### config.mk
export PLATFORM = sky130hd
export DESIGN_NAME = program_loader
export DESIGN_NICKNAME = d
export VERILOG_FILES = /design/src/rtl/program_loader.sv
export SDC_FILE = /design/constraint.sdc
export NUM_CORES = 1
export LEC_CHECK = 0
export CORE_UTILIZATION = 50
export DETAILED_ROUTE_END_ITERATION = 6
export GPL_TIMING_DRIVEN = 0
export HOLD_SLACK_MARGIN = 0.12
export PLACE_DENSITY = 0.75
export SETUP_SLACK_MARGIN = 0.05
export SLEW_MARGIN = 25
export SYNTH_ARGS = -nofsm -noshare
export SYNTH_HDL_FRONTEND = slang
export SYNTH_SLANG_ARGS = --single-unit
### constraint.sdc
create_clock -name clk -period 6 [get_ports clk]
set_input_delay 1.2 -clock clk [delete_from_list [all_inputs] [get_ports clk]]
set_output_delay 1.2 -clock clk [all_outputs]
set_load 0.005 [all_outputs]
### src/rtl/program_loader.sv
// ---------------------------------------------------------------------------
// program_loader
//
// Receives a byte stream from upstream and writes a program into instruction
// memory. The stream is a count byte N (0 means 256), then N words each sent
// as a high byte and a low byte, then one checksum byte. The checksum is the
// modulo-256 sum of the count byte and every word byte. When the load
// completes cleanly, the processor is released. Any format or checksum fault
// parks the loader in an error state until reload or reset.
//
// Ports
//   clk         single clock, all state changes on its rising edge
//   reset_n     synchronous active-low reset
//   in_valid    upstream byte valid
//   in_data     upstream byte
//   in_ready    loader can accept a byte
//   reload      one-cycle request to restart loading
//   imem_we     instruction memory write strobe (one cycle per word)
//   imem_addr   instruction memory write address (held when imem_we = 0)
//   imem_wdata  instruction word {opcode[1:0], operand[7:0]} (held likewise)
//   cpu_run     processor may execute; low holds it in reset
//   load_error  sticky format or checksum error
//   state_dbg   current FSM state, exposed for checkers
//
// Handshake: a byte moves only on a rising edge where in_valid and in_ready
// are both 1. in_data is ignored on every other edge. in_ready depends on
// state alone, so a held in_valid streams one byte per cycle.
// ---------------------------------------------------------------------------
module program_loader #(
   parameter bit CHECKSUM_EN = 1'b1
) (
   input  logic       clk,
   input  logic       reset_n,
   input  logic       in_valid,
   input  logic [7:0] in_data,
   output logic       in_ready,
   input  logic       reload,
   output logic       imem_we,
   output logic [7:0] imem_addr,
   output logic [9:0] imem_wdata,
   output logic       cpu_run,
   output logic       load_error,
   output logic [2:0] state_dbg
);

   localparam logic [2:0] S_COUNT = 3'd0;
   localparam logic [2:0] S_HI    = 3'd1;
   localparam logic [2:0] S_LO    = 3'd2;
   localparam logic [2:0] S_CHECK = 3'd3;
   localparam logic [2:0] S_DONE  = 3'd4;
   localparam logic [2:0] S_ERROR = 3'd5;

   logic [2:0] state;
   logic [7:0] count;      // N as received; 0 encodes 256 words
   logic [7:0] word_idx;   // index of the word currently being received
   logic [7:0] checksum;   // running modulo-256 sum
   logic [1:0] hi_bits;    // opcode bits captured from the high byte
   logic       xfer;
   logic       last_word;

   assign in_ready   = (state == S_COUNT) || (state == S_HI) ||
                       (state == S_LO)    || (state == S_CHECK);
   assign xfer       = in_valid && in_ready;
   assign cpu_run    = (state == S_DONE);
   // ERROR is left only through reload or reset, so the flag is sticky.
   assign load_error = (state == S_ERROR);
   assign state_dbg  = state;

   // With N = 0, count - 1 = 255, so the last word is word 255 and the
   // index wraps to 0 only after that final word.
   assign last_word  = (word_idx == (count - 8'd1));

   always_ff @(posedge clk) begin
      if (!reset_n) begin
         state      <= S_COUNT;
         count      <= 8'd0;
         word_idx   <= 8'd0;
         checksum   <= 8'd0;
         hi_bits    <= 2'd0;
         imem_we    <= 1'b0;
         imem_addr  <= 8'd0;
         imem_wdata <= 10'd0;
      end else begin
         // Write strobe is a single-cycle pulse; address/data hold otherwise.
         imem_we <= 1'b0;
         if (reload) begin
            // Any byte presented alongside reload is dropped.
            state    <= S_COUNT;
            checksum <= 8'd0;
            word_idx <= 8'd0;
         end else if (xfer) begin
            case (state)
               S_COUNT: begin
                  count    <= in_data;
                  checksum <= checksum + in_data;
                  state    <= S_HI;
               end
               S_HI: begin
                  if (in_data[7:2] != 6'd0) begin
                     state <= S_ERROR;
                  end else begin
                     hi_bits  <= in_data[1:0];
                     checksum <= checksum + in_data;
                     state    <= S_LO;
                  end
               end
               S_LO: begin
                  imem_we    <= 1'b1;
                  imem_addr  <= word_idx;
                  imem_wdata <= {hi_bits, in_data};
                  checksum   <= checksum + in_data;
                  word_idx   <= word_idx + 8'd1;
                  state      <= last_word ? S_CHECK : S_HI;
               end
               S_CHECK: begin
                  if (!CHECKSUM_EN || (in_data == checksum)) begin
                     state <= S_DONE;
                  end else begin
                     state <= S_ERROR;
                  end
               end
               default: begin
                  state <= state;
               end
            endcase
         end
      end
   end

endmodule

Word-level counts from Yosys, hierarchy flattened
Index checks and enable logic that the tools add are counted.
{"block": "word_totals", "reg_bits": 48, "in_bits": 12, "output_inout_bits": 25, "word_cells": 47}
{"block": "classes", "add_sub_neg": 3, "eq_ne": 8, "n_mux": 7, "bitwise": 4, "n_reduce_logical": 17}
{"operator": "equality test 8 bit", "n": 2}
{"operator": "case mux 8 bit (2 select lines)", "n": 1}
{"operator": "case mux 3 bit (4 select lines)", "n": 1}
{"operator": "AND reduction 3 bit", "n": 3}
{"operator": "adder 8 x 1 -> 8 bit (second input constant)", "n": 1}
{"operator": "adder 8 bit", "n": 1}
{"operator": "2-to-1 mux 8 bit", "n": 1}
{"operator": "subtractor 8 x 1 -> 8 bit (second input constant)", "n": 1}
{"operator": "equality test 3 x 2 -> 1 bit (second input constant)", "n": 2}
{"operator": "equality test 3 bit (second input constant)", "n": 2}
{"operator": "nonzero test 6 bit", "n": 1}
{"operator": "inverter 1 bit", "n": 4}
{"operator": "AND reduction 2 bit", "n": 2}
{"operator": "AND reduction 4 bit", "n": 1}
{"operator": "nonzero test 4 bit", "n": 1}
{"operator": "OR reduction 2 bit", "n": 2}
{"operator": "equality test 3 x 1 -> 1 bit (second input constant)", "n": 1}
{"operator": "zero test 3 bit", "n": 1}
{"operator": "logical OR 1 bit", "n": 3}
{"operator": "2-to-1 mux 3 bit", "n": 1}
{"operator": "OR reduction 3 bit", "n": 1}
{"operator": "2-to-1 mux 1 bit", "n": 2}
{"operator": "2-to-1 mux 2 bit", "n": 1}
{"operator": "!= test 2 bit (second input constant)", "n": 1}
{"operator": "other kinds (2)", "n": 2}

Logic depth before layout (Yosys ltp)
Gate-level depths: netlist (run 1).
{"block": "depth", "depth_word": 7, "mapped_depth": 8, "mapped_depth_nobuf": 8}

Worst setup path before layout (run 1)
OpenSTA, ideal clock, no wires.
{"block": "synth_timing", "path_type": "in2reg", "start": "in in_data[0]", "end": "reg checksum[6]", "setup_time_ns": 0.062, "arrival_time_ns": 2.630, "t_required_ns": 5.938, "setup_slack_ns": 3.308, "stages": 8, "n_path_buf": 0, "cell_sequence": "ha_1 -> inv_1 -> fa_1 -> nor2b_1 -> o31a_1 -> o21a_1 -> or4_1 -> nand3_1"}
{"block": "synth_between", "elab_chain_cells": 3}
{"element": "start: declaration", "line_no": "35", "source": "input logic [7:0] in_data,"}
{"element": "adder 8 bit (*)", "line_no": "95, 103, 111"}
{"element": "2-to-1 mux 8 bit", "line_no": "99", "source": "if (in_data[7:2] != 6'd0) begin"}
{"element": "case mux 8 bit (2 select lines) (*)", "line_no": "92", "source": "case (state)"}
{"element": "end signal: assignment", "line_no": "95", "source": "checksum <= checksum + in_data;"}
{"element": "end signal: assignment", "line_no": "103", "source": "checksum <= checksum + in_data;"}
{"element": "end signal: assignment", "line_no": "111", "source": "checksum <= checksum + in_data;"}
{"element": "end: declaration", "line_no": "56", "source": "logic [7:0] checksum;"}
Every way passes the cells marked *; elsewhere a longest branch is shown, timed or not. The select of a mux whose other input is x is not followed.
A chain may end at the register's enable or synchronous reset.

Worst setup path after layout (run 1)
{"block": "layout_timing", "start": "reg state[0] (netlist: state_dbg[0])", "end": "out load_error"}
{"block": "layout_between", "elab_chain_cells": 1}
{"element": "start: declaration", "line_no": "53", "source": "logic [2:0] state;"}
{"element": "start signal: assignment", "line_no": "113", "source": "state <= last_word ? S_CHECK : S_HI;"}
{"element": "start signal: assignment", "line_no": "123", "source": "state <= state;"}
{"element": "equality test 3 bit", "line_no": "66", "source": "assign load_error = (state == S_ERROR);"}
{"element": "end: declaration", "line_no": "42", "source": "output logic load_error,"}
Every way passes these cells.

==> results of run 1 <==
==> registers in the layout (all words and copies together), names as in the netlist <==
signal      flops
imem_wdata     10
state_dbg       3
word_idx        8
checksum        8
imem_addr       8
count           8
hi_bits         2
imem_we         1
==> per-layer routing <==
layer  global-route usage [%]  part of all wire [%]
met1                    30.05                    47
met2                    39.56                    49
met3                    3.750                   1.8
met4                    6.536                   1.3
met5                        0                     0
==> through the flow <==
stage / utilization (%) / worst slack, ns / instance area, sq um
detailed placement: 61.34 / 2.598 / 2917
CTS: 63.68 / 2.892 / 3028
global route: 63.68 / 2.729 / 3028
floorplan: - / 3.308 / 2472
finish: 63.68 / 2.891 / 3028
global placement: 61.34 / 2.636 / 2917
==> where the power goes <==
part           leakage [nW]  internal [mW]  switching (mW)
Sequential            0.388          0.324         0.00511
Combinational         0.674         0.0377          0.0437
Clock                0.0541          0.123           0.115
Total                  1.12          0.485           0.164
==> path summary, 6_finish.rpt <==
check	start	endpoint	slack (ns)	depth (start not counted)
worst max-delay path	state_dbg[0]	load_error	2.89	3
worst min-delay path	imem_wdata[8]	imem_wdata[8]	0.46	2
worst max register to register	state_dbg[0]	imem_addr[1]	4.07	5
worst min register to register	imem_wdata[8]	imem_wdata[8]	0.46	2
==> cell type report <==
| class | instances | area share (%) |
|---|---|---|
| inverter | 7 | 0.8678 |
| timing repair buffer | 36 | 11.90 |
| clock buffer | 5 | 2.273 |
| tap | 67 | 2.769 |
| clock inverter | 3 | 1.405 |
| sequential | 48 | 31.74 |
| multi-input combinational | 217 | 46.86 |
| buffer | 14 | 2.190 |
==> cell families (layout without fill, tap and decap cells) <==
family                     count (synthesis)  in the layout  share of synthesized area (%)
xor gates and xnor gates                  21             21                          7.439
AOI/OAI and AO/OA                         51             51                          13.82
muxes                                     11             11                          4.454
DFF                                       48             48                          38.87
and+or+nand+nor                          124            124                          26.32
adders and majority gates                 10             10                          5.364
buffers and inverters                     21             65                          3.745
==> worst min-delay path: cells and delay by family, from the launching register on <==
kind               cells  cell delay [ns]
and+or+nand+nor        1             0.05
AOI/OAI and AO/OA      1             0.05
DFF                    1             0.32
==> cells in the final DEF, fill, tap and decap left out, drive strengths merged, types with 3 or more instances in the layout <==
master	count
nand2b	3
o21ai	4
o21a	3
a21boi	18
mux2i	11
buf	7
dfxtp	48
xor2	11
ha	9
nor4b	4
nand3	9
nor3	5
nand4	7
nor2	13
clkdlybuf4s50	36
nor2b	12
clkbuf	12
nand2	56
inv	7
xnor2	10
or3	5
a31oi	3
a21oi	13
==> metrics.csv, run 1 <==
stage;metric;value;unit
status;status;completed;
synth;flops & latches, synth;48;
grt;pin count of the biggest net entering global routing;16;
clocking;CTS clk-pin slew, worst paths;0.09;ns
clocking;total CTS buffers;5;
clocking;CTS tree;yes;
grt;vias in the first global route;1942;
synth;top cell type by total area after synthesis;dfxtp_1;
run;max-capacitance violation count;0;
synth;Seq/Total Area, Yosys;38.87;%
clocking;Clock Latency Late Sink;0.31;ns
timing;worst rel slew slack;58.99;%
worst_setup_path;CP bufs+invs;2;
place;Final Wtd Congestion;0.8326;
timing;clock skew;0.005988;ns
die;DIE AREA;0.005230;sq mm
clocking;Longest Clk Path Bufs;2;
worst_setup_path;CP Class;flop to primary output;
synth;yosys warns;0;
route;post-DR wirelength/cell;13.89;um
timing;# setup viols final;0;
timing;worst-margin pin slew;0.6125;ns
synth;Synth cell types;47;
synth;area of the mapped netlist;0.002472;sq mm
timing;Final Hold Viols;0;
clocking;TritonCTS Sinks;48;
worst_setup_path;Req. time, crit path;4.80;ns
route;ANT nets after route;0;
grt;grt ovf;0;
die;Initial Util;52.00;%
timing;final slew viol count;0;
worst_setup_path;cells along the critical path;buf_1, nor3b_1, clkdlybuf4s50_1;
final_layout;share of cells above drive strength 1;6.364;%
clocking;CTS root buf;clkbuf_8;
power_and_ir_drop;PwrDens;214.3;mW/mm^2
synth;top post-synthesis cells by area;dfxtp_1 (39%), nand2_1 (8.2%), a21boi_0 (4.9%), ha_1 (4.6%), mux2i_1 (4.5%);
timing;final hold slack;0.4617;ns
worst_setup_path;CP Max Fanout;10;
synth;Synth Instances;286;
place;Inst Count DP;389;
grt;initial antenna violation count;0;
route;Iter 0 DRT Violations;101;
final_layout;nets;351;
final_layout;FF+latch area;960.9;sq um
synth;most numerous cell in the Yosys netlist;nand2_1;
route;vias per inst;5.209;
route;Total Wirelength;5514;um
timing;total negative slack;0;ns
die;Horiz. Die Dim;72.32;um
final_layout;Layout fillers;430;
die;number of core rows;25;
worst_setup_path;crit end category;primary output;
route;Initial DRT Pass Iterations;4;
final_layout;Non-Filler Instances;397;
worst_setup_path;crit start category;flop;
die;total core area;0.004755;sq mm
synth;Async SR Flop Fraction;0;%
final_layout;Multi-input gate area;0.001419;sq mm
power_and_ir_drop;IR drop worst, VDD;143.8;uV
die;die height;72.32;um
timing;post-layout min period;3.109;ns
synth;Synth Flop Type;dfxtp_1;
route;DRC errors left;0;
place;DP Wirelength;4148;um
final_layout;Area Overhead vs Synth;22.47;%
worst_setup_path;critical path arrival;1.91;ns
die;# IOs;37;
place;quantity of I/O buffers inserted on ports;36;
timing;Max Clock Freq;0.3216;GHz
clocking;Resized Gates After CTS;0;
synth;area share of the largest cell type after synthesis;38.87;%
power_and_ir_drop;LEAKAGE;1.116;nW
synth;Post-synth top cells;nand2_1 (54), dfxtp_1 (48), a21boi_0 (16), a21oi_1 (13), nor2_1 (13);
grt;first-pass GRT wire length;9308;um
clocking;CTS HTree Levels;2;
clocking;CTS hold repair buffers;0;
timing;fin crit share;51.82;%
timing;RSZ-0062 raised after global routing;no;
synth;Avg Synthesized Cell Area;8.645;sq um
worst_setup_path;slowest stage cell, crit path;clkdlybuf4s50_1;
worst_hold_path;HP Class;flop to flop;
final_layout;ANT cells;0;
power_and_ir_drop;Final Total Pwr;0.6489;mW
worst_setup_path;CP peak stage delay;0.53;ns
synth;number of synthesized flops with an enable pin;0;
synth;Syn Nets;308;
worst_setup_path;crit-path leading delay family;buffers and inverters;
grt;overall routing resource usage;23.12;%
route;via count;2068;
clocking;Post-CTS Setup Repair Bufs;0;
(Power assumes the default switching activity.)
==> inputs of run 2 (changes only) <==
==> constraint.sdc (replaced) <==
create_clock -name clk -period 3.1 [get_ports clk]
set_input_delay 0.62 -clock clk [delete_from_list [all_inputs] [get_ports clk]]
set_output_delay 0.62 -clock clk [all_outputs]
set_load 0.005 [all_outputs]
==> results of run 2 <==
The final DEF is identical to that of run 1. Status: completed.
Among the figures that moved: setup slack after placement 2.598 ns -> 0.2784 ns; setup slack after layout 2.891 ns -> 0.5705 ns; register-to-register setup slack 4.07 ns -> 1.17 ns; total power 0.6489 mW -> 1.256 mW; worst IR drop on VDD 143.8 uV -> 278.2 uV
==> inputs of run 3 (changes only) <==
--- a/config.mk
+++ b/config.mk
@@ -5,11 +5,11 @@
 export SDC_FILE = /design/constraint.sdc
 export NUM_CORES = 1
 export LEC_CHECK = 0
-export CORE_UTILIZATION = 50
+export CORE_UTILIZATION = 49
 export DETAILED_ROUTE_END_ITERATION = 6
 export GPL_TIMING_DRIVEN = 0
 export HOLD_SLACK_MARGIN = 0.12
-export PLACE_DENSITY = 0.75
+export PLACE_DENSITY = 0.76
 export SETUP_SLACK_MARGIN = 0.05
 export SLEW_MARGIN = 25
 export SYNTH_ARGS = -nofsm -noshare
==> constraint.sdc (replaced) <==
create_clock -name clk -period 2.05 [get_ports clk]
set_input_delay 0.41 -clock clk [delete_from_list [all_inputs] [get_ports clk]]
set_output_delay 0.41 -clock clk [all_outputs]
set_load 0.005 [all_outputs]
==> metrics.csv, run 3 (synthesis gave the netlist of run 1 again) <==
stage;metric;value;unit
final_layout;Non-Filler Instances;400;
timing;clock skew;0.005720;ns
worst_setup_path;CP bufs+invs;1;
route;Total Wirelength;5704;um
route;Initial DRT Pass Iterations;4;
grt;vias in the first global route;2022;
power_and_ir_drop;switching share of power;22.06;%
worst_setup_path;critical path arrival;2.21;ns
clocking;total CTS buffers;5;
worst_setup_path;CP Depth;7;
route;via count;2127;
timing;final slew viol count;0;
final_layout;max reg flops;10;
grt;first-pass GRT wire length;9459;um
clocking;TritonCTS Sinks;48;
clocking;CTS root buf;clkbuf_8;
worst_setup_path;R2R cell count;8;
worst_setup_path;crit end category;flop;
timing;Final Hold Viols;0;
grt;initial antenna violation count;0;
power_and_ir_drop;Final Total Pwr;2.149;mW
clocking;CTS HTree Levels;2;
timing;post-layout min period;1.951;ns
final_layout;Final Util;66.33;%
worst_hold_path;Hold Path End;imem_wdata[0];
final_layout;most frequent cells in the layout;nand2_1 (54), dfxtp_1 (46), clkdlybuf4s50_1 (26), a21boi_0 (16), nor2_1 (13);
power_and_ir_drop;Seq pwr share;44.9;%
final_layout;nets;354;
grt;grt ovf;0;
power_and_ir_drop;IR drop worst, VDD;379.4;uV
route;vias per inst;5.318;
grt;overall routing resource usage;23.47;%
timing;total negative slack;0;ns
die;number of core rows;25;
clocking;CTS hold repair buffers;0;
route;Iter 0 DRT Violations;97;
die;DIE AREA;0.005333;sq mm
power_and_ir_drop;net load switching power;0.4740;mW
power_and_ir_drop;LEAKAGE;1.213;nW
status;status;completed;
clocking;CTS tree;yes;
final_layout;share of cells above drive strength 1;11.71;%
timing;RSZ-0062 raised after global routing;yes;
run;max-capacitance violation count;0;
place;Inst Count DP;389;
clocking;Longest Clk Path Bufs;2;
die;die height;73.03;um
die;total core area;0.004786;sq mm
route;ANT nets after route;0;
clocking;CTS clk-pin slew, worst paths;0.09;ns
worst_hold_path;Worst Hold Launch;in_data[0];
timing;# setup viols final;0;
route;DRC errors left;0;
place;quantity of I/O buffers inserted on ports;36;
timing;fin crit share;95.18;%
die;Horiz. Die Dim;73.03;um
final_layout;commonest non-fill, non-tap cell in the layout;nand2_1;
worst_hold_path;HP Class;input port to flop;
worst_setup_path;crit-path leading delay family;simple AND/OR/NAND/NOR gates;
final_layout;ANT cells;0;
place;Final Wtd Congestion;0.9017;
place;DP Wirelength;4224;um
final_layout;Layout fillers;414;
worst_hold_path;WHS Path Cells;3;
clocking;Clock Latency Late Sink;0.31;ns
route;post-DR wirelength/cell;14.26;um
timing;Max Clock Freq;0.5125;GHz
worst_setup_path;slowest stage cell, crit path;or4_1;
worst_setup_path;CP Max Fanout;5;
worst_setup_path;CP Class;input port to flop;
power_and_ir_drop;part of the power in the clock network;43.5;%
grt;pin count of the biggest net entering global routing;16;
die;Initial Util;51.66;%
power_and_ir_drop;P_int;1.675;mW
worst_setup_path;cells along the critical path;dlygate4sd2_1, ha_4, nor2b_1, o31a_1, o21a_1, or4_1, nand3_1;
worst_setup_path;crit start category;input port;
die;# IOs;37;
power_and_ir_drop;PwrDens;676.9;mW/mm^2
worst_setup_path;CP peak stage delay;0.47;ns
final_layout;Largest Register;imem_wdata;
worst_setup_path;Req. time, crit path;2.30;ns
final_layout;Area Overhead vs Synth;28.39;%
worst_setup_path;FF-to-FF Start;checksum[0];
worst_setup_path;R2R Path End;checksum[6];
worst_setup_path;r2r setup slk;0.17;ns
timing;worst-margin pin slew;0.5967;ns
timing;worst rel slew slack;60.22;%
power_and_ir_drop;Gate power share;11.6;%
timing;final hold slack;0.4294;ns
-- run 3: worst min-delay path, cell delays in order --
cell and delay (ns):
buf_2 0.15, nand2_1 0.06, a21boi_0 0.06
-- run 3: timing repair --
action	CTS	global route
hold endpoints to repair	0	0
pin swaps	0	3
endpoints found under the setup margin	5	25
setup buffers	0	3
resized for setup	18	18
-- run 3: final cells by class --
type / instances / area [sq um] / share of cell area (%)
Buffer: 14 / 81.33 / 2.562
Clock buffer: 5 / 68.82 / 2.168
Clock inverter: 3 / 90.09 / 2.838
Inverter: 7 / 26.28 / 0.8278
Multi-Input combinational cell: 217 / 1483 / 46.71
Sequential cell: 48 / 963.4 / 30.35
Tap cell: 67 / 83.83 / 2.641
Timing Repair Buffer: 39 / 377.9 / 11.90
-- run 3: worst max-delay path by stage --
stage                 startpoint           to
finish                in_data[2]  checksum[6]
global route            in_valid  word_idx[6]
CTS                 state_dbg[0]   load_error
detailed placement    in_data[0]  checksum[6]
global placement      in_data[0]  checksum[6]
floorplan             in_data[0]  checksum[6]
-- run 3: power by group through the flow --
stage | clock, mW | sequential [mW] | combinational (mW)
6_report | 0.934 | 0.966 | 0.249
2_1_floorplan | 0 | 0.981 | 0.161
3_5_place_dp | 0 | 0.985 | 0.238
5_1_grt | 0.991 | 0.968 | 0.275
3_3_place_gp | 0 | 0.984 | 0.233
4_1_cts | 0.944 | 0.965 | 0.246
-- run 3: through the flow --
stage / cell area (sq um) / setup slack, ns
2_1_floorplan: 2472 / 0.1478
3_3_place_gp: 2917 / -0.5524
3_5_place_dp: 2917 / -0.5785
4_1_cts: 3119 / 0.02924
5_1_grt: 3174 / 0.004978
6_report: 3174 / 0.09877
-- run 3: metal layers --
metal,part of all wire [%],vias to the layer above,GRT usage [%]
li1,-,1081,-
met4,1.8,0,9.150
met5,0,-,0
met3,3.7,13,4.558
met1,45,991,28.19
met2,50,42,41.05
